### src/rtl/rotor_stepper.sv
// rotor_stepper
// Upstream stage of the rotor datapath. Accepts one plaintext symbol per
// keypress, advances the three rotor positions (with double-stepping) and
// then presents the symbol plus the post-step positions to the combinational
// rotor path until the downstream stage consumes it.
//
// Ports
//   clk          system clock, rising edge
//   rst_n        synchronous active-low reset
//   load_en      load initial rotor positions (honoured only in IDLE)
//   load_r0/1/2  rotor load values; values >= NUM_SYMBOLS load as 0
//   in_valid     keypress symbol valid
//   in_data      keypress symbol
//   in_ready     block can accept a symbol (IDLE)
//   out_valid    data_out and positions valid for the rotor path (OUT)
//   out_ready    downstream consumed the symbol
//   data_out     latched symbol
//   r0_position  fast rotor position
//   r1_position  middle rotor position
//   r2_position  slow rotor position
//
// state | meaning
// IDLE  | ready for a keypress or a position load
// STEP  | one-cycle rotor advance on the latched symbol
// OUT   | symbol and positions presented, held until out_ready
module rotor_stepper #(
    parameter int NUM_SYMBOLS = 64,
    parameter int R0_NOTCH    = 16,
    parameter int R1_NOTCH    = 4
) (
    input  logic       clk,
    input  logic       rst_n,
    input  logic       load_en,
    input  logic [5:0] load_r0,
    input  logic [5:0] load_r1,
    input  logic [5:0] load_r2,
    input  logic       in_valid,
    input  logic [5:0] in_data,
    output logic       in_ready,
    output logic       out_valid,
    input  logic       out_ready,
    output logic [5:0] data_out,
    output logic [5:0] r0_position,
    output logic [5:0] r1_position,
    output logic [5:0] r2_position
);

    localparam logic [5:0] LAST_POS  = 6'(NUM_SYMBOLS - 1);
    localparam logic [6:0] NUM_SYM_W = 7'(NUM_SYMBOLS);
    localparam logic [5:0] N0        = 6'(R0_NOTCH);
    localparam logic [5:0] N1        = 6'(R1_NOTCH);

    typedef enum logic [1:0] {
        IDLE = 2'd0,
        STEP = 2'd1,
        OUT  = 2'd2
    } state_t;

    state_t     state_q, state_d;
    logic [5:0] r0_q, r0_d;
    logic [5:0] r1_q, r1_d;
    logic [5:0] r2_q, r2_d;
    logic [5:0] data_q, data_d;

    function automatic logic [5:0] inc_pos(input logic [5:0] v);
        return (v == LAST_POS) ? 6'd0 : v + 6'd1;
    endfunction

    // Out-of-range load values fall back to position 0.
    function automatic logic [5:0] clamp_pos(input logic [5:0] v);
        return ({1'b0, v} >= NUM_SYM_W) ? 6'd0 : v;
    endfunction

    always_comb begin
        state_d   = state_q;
        r0_d      = r0_q;
        r1_d      = r1_q;
        r2_d      = r2_q;
        data_d    = data_q;
        in_ready  = 1'b0;
        out_valid = 1'b0;
        case (state_q)
            IDLE: begin
                in_ready = 1'b1;
                if (load_en) begin
                    r0_d = clamp_pos(load_r0);
                    r1_d = clamp_pos(load_r1);
                    r2_d = clamp_pos(load_r2);
                end else if (in_valid) begin
                    data_d  = in_data;
                    state_d = STEP;
                end
            end
            STEP: begin
                // All conditions use pre-step values; r1 at its notch steps
                // itself as well as r2 (double step).
                r0_d = inc_pos(r0_q);
                if ((r0_q == N0) || (r1_q == N1)) begin
                    r1_d = inc_pos(r1_q);
                end
                if (r1_q == N1) begin
                    r2_d = inc_pos(r2_q);
                end
                state_d = OUT;
            end
            OUT: begin
                out_valid = 1'b1;
                if (out_ready) begin
                    state_d = IDLE;
                end
            end
            default: state_d = IDLE;
        endcase
    end

    always_ff @(posedge clk) begin
        if (!rst_n) begin
            state_q <= IDLE;
            r0_q    <= 6'd0;
            r1_q    <= 6'd0;
            r2_q    <= 6'd0;
            data_q  <= 6'd0;
        end else begin
            state_q <= state_d;
            r0_q    <= r0_d;
            r1_q    <= r1_d;
            r2_q    <= r2_d;
            data_q  <= data_d;
        end
    end

    assign data_out    = data_q;
    assign r0_position = r0_q;
    assign r1_position = r1_q;
    assign r2_position = r2_q;

endmodule

### config.mk
export PLATFORM = sky130hd
export DESIGN_NAME = rotor_stepper
export DESIGN_NICKNAME = d
export VERILOG_FILES = /design/src/rtl/rotor_stepper.sv
export SDC_FILE = /design/constraint.sdc
export NUM_CORES = 1
export LEC_CHECK = 0
export CAP_MARGIN = 25
export CORE_MARGIN = 2
export CORE_UTILIZATION = 44
export DETAILED_ROUTE_END_ITERATION = 16
export PLACE_DENSITY = 0.9
export SLEW_MARGIN = 15
export SYNTH_ARGS = -nofsm -noshare
export SYNTH_HDL_FRONTEND = slang
export SYNTH_SLANG_ARGS = --single-unit
### constraint.sdc
create_clock -name clk -period 2 [get_ports clk]
set_input_delay 0.4 -clock clk [delete_from_list [all_inputs] [get_ports clk]]
set_output_delay 0.4 -clock clk [all_outputs]
set_load 0.02 [all_outputs]
* Word-level counts from Yosys, hierarchy flattened
Index checks and enable logic that the tools add are counted.
Word-level totals: input port bits 29, bits in registers 26
Cells by class: $add $sub $neg 3, reductions and logical operators 8, bitwise operators 1, multiplexer cells 17, equal/unequal tests 13
Operators with widths (number):
- two-way mux 6 bit | 8
- one-hot mux 6 bit (2 select lines) | 3
- adder 6 x 1 -> 6 bit (second input constant) | 3
- == test 6 bit (second input constant) | 3
- != test 2 bit (second input constant) | 6
- AND reduction 3 bit | 4
- == test 6 x 3 -> 1 bit (second input constant) | 1
- == test 6 x 5 -> 1 bit (second input constant) | 1
- two-way mux 2 bit | 3
- one-hot mux 2 bit (3 select lines) | 1
- == test 2 x 1 -> 1 bit (second input constant) | 1
- == test 2 bit (second input constant) | 1
- logical NOT 2 bit | 1
- two-way mux 1 bit | 2
- AND reduction 2 bit | 1
- nonzero test 2 bit | 1
- logical OR 1 bit | 1
- NOT 1 bit | 1

* Depth between registers and ports, before layout
Gate-level depths: netlist of the first run.
word-level depth 4, mapped depth 8, depth with buffers taken out 7

* Worst setup path before layout of the first run
No wires, ideal clock.
path type register to register, from reg r1_q[0] (netlist: r1_position[0]), to reg r1_q[2] (netlist: r1_position[2]), arrival 1735 ps, slack 129 ps, stages on the path, launching flop included 9, buffers on the path 1, cells stage by stage dfxtp_1 inv_1 ha_1 nor2b_1 and3_1 o21ai_1 buf_2 mux2i_1 o32ai_1
Between the ends: longest elaborated chain between the ends 4, elaborated cells between the ends (all ways) 9, classes of those cells add/sub: 1; eq/ne: 3; mux: 3; reduce/logical: 2
Ends and longest elaborated chain:
- start, declared | line 61 | logic [5:0] r1_q, r1_d;
- start signal, assigned | line 126 | r1_q <= r1_d;
- adder 6 x 1 -> 6 bit (tied with other cells) | line 66 | return (v == LAST_POS) ? 6'd0 : v + 6'd1;
- two-way mux 6 bit / logical OR 1 bit (equally long branches) | line 66, 98
- two-way mux 6 bit / != test 2 bit (equally long branches)
- one-hot mux 6 bit (2 select lines) / AND reduction 3 bit (equally long branches)
Parallel ways exist; a longest one is shown, timed or not. The select of a mux whose other input is x is not followed. A chain may end at the register's enable or synchronous reset.

* Final worst setup path of the first run
from reg r0_q[2] (netlist: r0_position[2]), to out r0_position[2]
RTL lines:
- start, declared | line 60 | logic [5:0] r0_q, r0_d;
- start signal, assigned | line 125 | r0_q <= r0_d;
- end, declared | line 43 | output logic [5:0] r0_position,
No word-level cell between the ends.

==> results.sh, run 1 <==
export IMPL_n_antenna_cell=0
export IMPL_synth_ff_type="dfxtp_1"
export IMPL_synth_cell_area_um2=1460
export IMPL_cpLargestDelayFamily="buffers and inverters"
export IMPL_fin_crit_ns=1.85
export IMPL_netlist_area_leader_share=0.357
export IMPL_numCtsBuffers=3
export IMPL_maxCapViolations=0
export IMPL_drive_above_1_share=0.102
export IMPL_post_dp_hpwl_mm=2.95
export IMPL_grt_usage=0.216
export IMPL_vias=1586
export IMPL_post_synth_top_count_cell="dfxtp_1"
export IMPL_cts_root_buf="clkbuf_4"
export IMPL_antenna_found_initial=0
export IMPL_drt_pass1_iter_count=4
export IMPL_crit_slowest_cell="clkdlybuf4s50_1"
export IMPL_async_flop_share=0
export IMPL_yosysWarnings=0
export IMPL_grt_pass1_wl_mm=6.25
export IMPL_io_buffers=54
export IMPL_die_x_um=61.5
export IMPL_cp_end_kind="output port"
export IMPL_critPathMaxStageDelay_ns=0.65
export IMPL_worst_ep_required_time_ns=1.60
export IMPL_crit_buf_inv=1
export IMPL_die_h_um=61.5
export IMPL_htree_levels=1
export IMPL_rsz0062_at_grt="no"
export IMPL_cts_buffer_depth=2
export IMPL_gp_congestion=0.868
export IMPL_start_kind="flip-flop"
export IMPL_totalWireLength_mm=3.87
export IMPL_skew_ns=0.00215
export IMPL_synth_edff_count=0
export IMPL_synth_area_leader_cell="dfxtp_1"
export IMPL_grt_max_degree=16
export IMPL_via_per_inst=5.47
export IMPL_final_setup_tns_ns=0
export IMPL_worst_slew_pin_slew_ns=0.440
export IMPL_synth_top_cells_by_count="26 x dfxtp_1, 20 x nor2_1, 15 x nand2_1, 14 x a21oi_1, 13 x o21ai_0"
export IMPL_cp_cell_sequence="clkdlybuf4s50_1"
export IMPL_fmax_mhz=542
export IMPL_path_max_fanout=7
export IMPL_syn_inst=182
export IMPL_clk_pin_slew_ns=0.15
export IMPL_synth_distinct_cells=40
export IMPL_dieArea_um2=3790
export IMPL_ir_drop_uv=302
export IMPL_seq_area_frac_synth=0.357
export IMPL_grt_pass1_vias=1465
export IMPL_cts_hold_buf=0
export IMPL_period_share=0.923
export IMPL_final_cell_count_no_fill=290
export IMPL_synth_fp_nets=216
export IMPL_detail_route_antenna_nets=0
export IMPL_finalSetupViolations=0
export IMPL_rows=20
export IMPL_routedWlPerCell_um=13.3
export IMPL_fin_nets=281
export IMPL_cts_sinks=26
export IMPL_coreArea_um2=3100
export IMPL_ios=55
export IMPL_hp_class="flip-flop to flip-flop"
export IMPL_cts_tree="built"
export IMPL_finalMaxSlewViolations=0
export IMPL_avgSynthCellArea_um2=8.00
export IMPL_route_detailed_drc=0
export IMPL_area_growth_pct=49.6
export IMPL_hold_viol_final=0
export IMPL_synthTopCellsByArea="dfxtp_1 36%, nor2_1 5.2%, a21oi_1 4.8%"
export IMPL_postCtsSetupRepairBufs=0
export IMPL_slew_headroom=0.707
export IMPL_synth_seq_cells=26
export IMPL_start_util=0.469
export IMPL_cp_arrival_ns=1.45
export IMPL_drt_initial_drc_count=101
export IMPL_dp_cells=286
export IMPL_clkLatencyLatePin_ns=0.33
export IMPL_outcome="complete, no violations"
export IMPL_grt_overflow_total=0
export IMPL_power_leakage_nw=0.839
export IMPL_path_class="flip-flop to output port"
export IMPL_power_density_nw_per_um2=624
sequential cells by signal, summed over array words and instances, names as in the netlist:
signal       cells
state_q          2
data_out         6
r1_position      6
r0_position      6
r2_position      6
final timing paths:
kind | startpoint | end | slack (ns) | cells past startpoint
worst max-delay path | r0_position[2] | r0_position[2] | 0.15 | 1
worst min-delay path | r1_position[0] | r1_position[0] | 0.50 | 2
worst min register to register | r1_position[0] | r1_position[0] | 0.50 | 2
worst max register to register | r1_position[1] | r2_position[3] | 0.20 | 7
layout make-up:
type | count | area (µm²)
clock buffers | 3 | 22.5
clock inverters | 1 | 30.0
fillers | 266 | 925
inverters | 7 | 26.3
multi-input cells | 141 | 878
flip-flops and latches | 26 | 523
well taps | 44 | 55.1
repair buffers | 68 | 643
cells in the final DEF, fill, tap and decap left out, drive strengths merged, types with 2 or more instances in the layout:
master,instances
nand3,10
a31oi,2
clkbuf,3
dfxtp,26
and2,2
nand2b,3
inv,6
and3,7
o211ai,2
nor2b,2
nor2,20
clkdlybuf4s50,52
buf,14
a21oi,14
o31ai,3
nor3,7
a22oi,2
o21ai,14
nand2,15
o22ai,2
o41ai,2
a211oi,6
a31o,2
mux2i,7
dlygate4sd2,2
ha,5
a311oi,2
layer usage:
layer	vias up	track usage	part of all wire
met5	-	0	0
met4	0	0.0547	0.0062
met3	4	0.0399	0.075
met2	58	0.382	0.50
met1	727	0.268	0.42
li1	797	-	-
cells by family after synthesis:
kind of cell             share of synthesized area
adder cells (fa/ha/maj)                     0.0430
flip-flops                                   0.357
XOR/XNOR                                   0.00601
multiplexers                                0.0481
AO/OA/AOI/OAI                                0.258
buffers and inverters                       0.0421
AND/OR/NAND/NOR                              0.246
power breakdown:
group | total, W | internal (W) | switching [W] | leakage [nW]
sequential | 0.000603 | 0.000558 | 0.0000450 | 0.215
combinational | 0.000390 | 0.000204 | 0.000186 | 0.596
clock | 0.000366 | 0.000203 | 0.000164 | 0.0279
per-stage QoR:
step	hold WS, ns	total power (W)	util	setup slack, ns	cell area, µm²
3_5_place_dp	0.479	0.00100	0.684	0.0664	2120
3_3_place_gp	0.469	0.000993	0.684	0.0918	2120
5_1_grt	0.534	0.00143	0.702	0.0562	2180
2_1_floorplan	0.547	0.000803	-	0.129	1460
4_1_cts	0.499	0.00136	0.700	0.0479	2170
6_report	0.503	0.00136	0.702	0.154	2180
what timing repair did:
action | CTS | global route
gates resized for setup | 3 | 2
endpoints found under the hold margin | 0 | 0
endpoints found under the setup margin | 2 | 7
pin swaps | 0 | 0
gates cloned | 0 | 0
(Power assumes the default switching activity.)
==> run 2, diff against run 1 <==
CORE_ASPECT_RATIO = 1.1   (was default)
==> run 2 against run 1 <==
Against the previous run: the run now ends with design-rule violations left; design area is 1.4% lower; flip-flop and latch count did not move; first-iteration DRC count is 24% lower; count of clock-buffer cells in the layout is the same; die area hardly changed; cell count down 4.5%; non-clock buffer count decreased by 3; combinational power fell by 2%; clock power fell by 2%; critical path type is now flip-flop to flip-flop.
==> results.sh, run 2 (synthesis gave the netlist of run 1 again) <==
export IMPL_cts_buffer_depth=2
export IMPL_finalSetupViolations=0
export IMPL_cp_end_kind="flip-flop"
export IMPL_gp_congestion=0.839
export IMPL_worst_slew_pin_slew_ns=0.456
export IMPL_worst_ep_required_time_ns=2.24
export IMPL_grt_overflow_total=0
export IMPL_r2r_slack_ns=0.1
export IMPL_placed_area_um2=2090
export IMPL_route_detailed_drc=2
export IMPL_htree_levels=1
export IMPL_ir_drop_uv=282
export IMPL_dieArea_um2=3790
export IMPL_start_kind="flip-flop"
export IMPL_outcome="finished, violations left"
export IMPL_violations="design-rule violations"
export IMPL_drive_above_1_share=0.0947
export IMPL_via_per_inst=5.70
export IMPL_start_util=0.470
export IMPL_power_density_nw_per_um2=629
export IMPL_rr_endpoint="r2_position[3]"
export IMPL_grt_pass1_vias=1369
export IMPL_fin_area_um2=2150
export IMPL_numCtsBuffers=3
export IMPL_slew_headroom=0.696
export IMPL_final_cell_count_no_fill=277
export IMPL_coreArea_um2=3100
export IMPL_power_leakage_nw=0.828
export IMPL_cts_root_buf="clkbuf_4"
export IMPL_reg2regPathDepth=7
export IMPL_hold_viol_final=0
export IMPL_grt_pass1_wl_mm=6.13
export IMPL_fin_crit_ns=1.90
export IMPL_cts_hold_buf=0
export IMPL_cts_tree="built"
export IMPL_cts_sinks=26
export IMPL_vias=1580
export IMPL_fmax_mhz=526
export IMPL_dp_cells=273
export IMPL_finalMaxSlewViolations=0
export IMPL_skew_ns=0.00996
export IMPL_maxCapViolations=0
export IMPL_fin_nets=278
export IMPL_routedWlPerCell_um=14.2
export IMPL_clkLatencyLatePin_ns=0.32
export IMPL_min_path_cells=2
export IMPL_rows=21
export IMPL_path_class="flip-flop to flip-flop"
export IMPL_die_h_um=64.3
export IMPL_drt_initial_drc_count=77
export IMPL_io_buffers=54
export IMPL_hp_class="flip-flop to flip-flop"
export IMPL_final_common_cell="clkdlybuf4s50_1"
export IMPL_layout_common_cells="52 x clkdlybuf4s50_1, 23 x dfxtp_1, 20 x nor2_1, 15 x nand2_1, 14 x a21oi_1"
export IMPL_min_to="r1_position[0]"
export IMPL_drt_pass1_iter_count=11
export IMPL_cp_arrival_ns=2.14
export IMPL_antenna_found_initial=0
export IMPL_clk_pin_slew_ns=0.15
export IMPL_postCtsSetupRepairBufs=0
export IMPL_rsz0062_at_grt="no"
export IMPL_die_x_um=58.9
export IMPL_fin_util=0.693
export IMPL_hold_start="r1_position[0]"
export IMPL_grt_usage=0.206
export IMPL_path_max_fanout=6
export IMPL_period_share=0.950
export IMPL_n_antenna_cell=0
export IMPL_detail_route_antenna_nets=0
export IMPL_grt_max_degree=16
export IMPL_area_growth_pct=47.5
export IMPL_post_dp_hpwl_mm=2.96
export IMPL_ios=55
export IMPL_worstReg2RegStart="r1_position[0]"
export IMPL_totalWireLength_mm=3.93
-- run 2: cell count changes in the layout (fill, tap and decap cells not counted) --
cell / delta
dlymetal6s2s_1: +1
dfxtp_1: -1
dfxtp_2: +1
dlygate4sd2_1: -1
buf_4: -3
-- run 2: what timing repair did --
action / in CTS / in global routing
resized for setup: 2 / 4
hold endpoints to repair: 0 / 0
gates cloned: 0 / 0
setup endpoints to repair: 1 / 6
-- run 2: report_power, final --
group          switching, W  internal [W]
Clock              0.000157      0.000203
Combinational      0.000184      0.000200
Sequential        0.0000483      0.000558
Total              0.000390      0.000961
-- run 2: cell type report --
cell class	count	area [µm²]
sequential	26	524
multi-input combinational	141	878
fill	250	952
inverter	7	26.3
tap	34	42.5
timing repair buffer	65	624
clock buffer	3	22.5
clock inverter	1	30.0
-- run 2: worst max-delay path by stage --
stage | startpoint | endpoint | slack [ns]
6_report | r1_position[0] | r2_position[3] | 0.1
5_1_grt | r1_position[1] | r2_position[3] | 0.01
4_1_cts | state_q[0] | in_ready | 0.03
3_5_place_dp | load_en | r1_position[1] | -0.04
3_3_place_gp | load_en | r1_position[0] | 0.03
2_1_floorplan | r1_position[0] | r1_position[2] | 0.13
-- run 2: metrics by stage --
step,setup TNS [ns],hold slack (ns),setup slack (ns),power (W)
finish,0,0.509,0.0995,0.00135
global route,0,0.535,0.0111,0.00142
CTS,0,0.510,0.0301,0.00136
detailed placement,-0.0708,0.486,-0.0395,0.000998
global placement,0,0.471,0.0334,0.000991
floorplan,0,0.547,0.129,0.000803
-- run 2: worst max-delay path, cell delays in order (launching register included) --
cell and delay (ns):
dfxtp_1 0.34, inv_1 0.07, ha_1 0.14, nor2b_1 0.15, buf_4 0.14, nand4_4 0.12
or4b_1 0.55, a311oi_1 0.31
-- run 2: routing by layer --
layer  GRT usage  up-vias  routed length, µm
li1            -      793                  -
met1       0.257      721               1650
met2       0.356       64               1970
met3      0.0344        2                287
met4      0.0625        0                 20
met5           0        -                  0
==> run 3, diff against run 2 <==
GPL_TIMING_DRIVEN = 0   (was default)
==> run 3 against run 2 <==
Against the previous run: the flow still finishes with violations (design-rule violations); die area did not move; utilization fell by 1.4 points; global-route usage fell by 0.11 points; largest cell class unchanged.
==> results.sh, run 3 (synthesis gave the netlist of run 1 again) <==
export IMPL_outcome="finished, violations left"
export IMPL_violations="design-rule violations"
export IMPL_die_h_um=64.3
export IMPL_antenna_found_initial=0
export IMPL_power_density_nw_per_um2=640
export IMPL_p_sw_w=0.000403
export IMPL_routedWlPerCell_um=14.4
export IMPL_start_kind="flip-flop"
export IMPL_slew_headroom=0.663
export IMPL_p_sw_frac=0.299
export IMPL_cts_sinks=26
export IMPL_fin_nets=274
export IMPL_ios=55
export IMPL_numCtsBuffers=3
export IMPL_comb_power_share=0.263
export IMPL_grt_pass1_wl_mm=6.24
export IMPL_cts_hold_buf=0
export IMPL_route_detailed_drc=2
export IMPL_die_x_um=58.9
export IMPL_hp_class="flip-flop to flip-flop"
export IMPL_r2r_slack_ns=0.18
export IMPL_via_per_inst=5.85
export IMPL_postCtsSetupRepairBufs=0
export IMPL_skew_ns=0.00619
export IMPL_cp_end_kind="output port"
export IMPL_drive_above_1_share=0.0795
export IMPL_hold_viol_final=0
export IMPL_worst_ep_required_time_ns=1.60
export IMPL_io_buffers=54
export IMPL_grt_usage=0.205
export IMPL_ir_drop_uv=346
export IMPL_cts_root_buf="clkbuf_4"
export IMPL_grt_max_degree=16
export IMPL_clk_pin_slew_ns=0.16
export IMPL_cp_arrival_ns=1.55
export IMPL_grt_pass1_vias=1340
export IMPL_path_max_fanout=8
export IMPL_coreArea_um2=3100
export IMPL_clkLatencyLatePin_ns=0.33
export IMPL_post_dp_hpwl_mm=2.76
export IMPL_detail_route_antenna_nets=0
export IMPL_worst_slew_pin_slew_ns=0.506
export IMPL_path_class="flip-flop to output port"
export IMPL_start_util=0.470
export IMPL_final_cell_count_no_fill=273
export IMPL_crit_buf_inv=1
export IMPL_grt_overflow_total=0
export IMPL_critPathMaxStageDelay_ns=0.64
export IMPL_share_seq_of_total_power=0.457
export IMPL_fillers=265
export IMPL_period_share=0.973
export IMPL_place_ws_ns=-0.342
export IMPL_fin_util=0.679
export IMPL_dp_cells=270
export IMPL_cp_cell_sequence="nor2_1 > clkdlybuf4s50_1"
export IMPL_crit_slowest_cell="clkdlybuf4s50_1"
export IMPL_fin_ws_ns=0.0538
export IMPL_final_common_cell="clkdlybuf4s50_1"
export IMPL_area_growth_pct=44.6
export IMPL_htree_levels=1
export IMPL_maxCapViolations=0
export IMPL_rows=21
export IMPL_cts_buffer_depth=2
export IMPL_cpLargestDelayFamily="buffers and inverters"
export IMPL_dieArea_um2=3790
export IMPL_finalMaxSlewViolations=0
export IMPL_fmax_mhz=514
export IMPL_power_leakage_nw=0.803
export IMPL_totalWireLength_mm=3.92
export IMPL_vias=1596
export IMPL_drt_pass1_iter_count=10
export IMPL_gp_congestion=0.854
export IMPL_intPower_w=0.000944
export IMPL_fin_crit_ns=1.95
export IMPL_clockPowerShare=0.279
export IMPL_drt_initial_drc_count=85
export IMPL_finalSetupViolations=0
export IMPL_cts_tree="built"
export IMPL_n_antenna_cell=0
export IMPL_layout_common_cells="53 x clkdlybuf4s50_1, 21 x dfxtp_1, 20 x nor2_1, 15 x nand2_1"
export IMPL_final_setup_tns_ns=0
-- run 3: cell count changes in the layout (fill, tap and decap cells not counted), sizes merged --
cell           before  now
buf                11    4
clkdlybuf4s50      52   53
dlygate4sd2         1    0
clkbuf              3    6
-- run 3: routing by layer --
metal | vias up | GRT usage | share of wire
met4 | 0 | 0.0455 | 0.0064
li1 | 794 | - | -
met1 | 732 | 0.286 | 0.42
met5 | - | 0 | 0
met3 | 4 | 0.0304 | 0.077
met2 | 66 | 0.331 | 0.49
-- run 3: cell type report --
cell class / instances / area (µm²) / share of cell area
multi-input combinational: 141 / 881 / 0.418
buffer: 7 / 31.3 / 0.0149
inverter: 7 / 26.3 / 0.0125
sequential: 26 / 529 / 0.251
tap: 34 / 42.5 / 0.0202
timing repair buffer: 54 / 543 / 0.258
clock buffer: 3 / 22.5 / 0.0107
clock inverter: 1 / 30.0 / 0.0143
-- run 3: per-stage QoR --
step | power [W] | instance area [µm²] | hold slack, ns
6_report | 0.00135 | 2110 | 0.515
5_1_grt | 0.00141 | 2110 | 0.539
4_1_cts | 0.00135 | 2090 | 0.517
3_5_place_dp | 0.000976 | 2040 | 0.482
3_3_place_gp | 0.000970 | 2040 | 0.470
2_1_floorplan | 0.000803 | 1460 | 0.547
-- run 3: timing repair --
action,in CTS,in global routing
gates cloned,0,0
endpoints found under the hold margin,0,0
gates resized for setup,1,8
endpoints found under the setup margin,2,10
-- run 3: path summary, 6_finish.rpt --
| kind | startpoint | endpoint | cells past startpoint |
|---|---|---|---|
| setup reg to reg | r1_position[0] | r1_position[2] | 8 |
| setup / recovery | state_q[1] | in_ready | 2 |
| hold reg to reg | data_out[4] | data_out[4] | 2 |
| hold / removal | data_out[4] | data_out[4] | 2 |
-- run 3: worst register-to-register path: cells and delay by family (launching register included) --
family	cells	cell delay, ns
AND/OR/NAND/NOR	2	0.34
flip-flops	1	0.42
adder cells (fa/ha/maj)	1	0.19
multiplexers	1	0.20
buffers and inverters	2	0.31
AO/OA/AOI/OAI	2	0.25
-- run 3: power groups by stage --
stage	clock, W	combinational, W	sequential, W
2_1_floorplan	0	0.000145	0.000657
3_3_place_gp	0	0.000348	0.000622
3_5_place_dp	0	0.000353	0.000623
4_1_cts	0.000377	0.000354	0.000614
5_1_grt	0.000403	0.000384	0.000625
6_report	0.000376	0.000355	0.000616
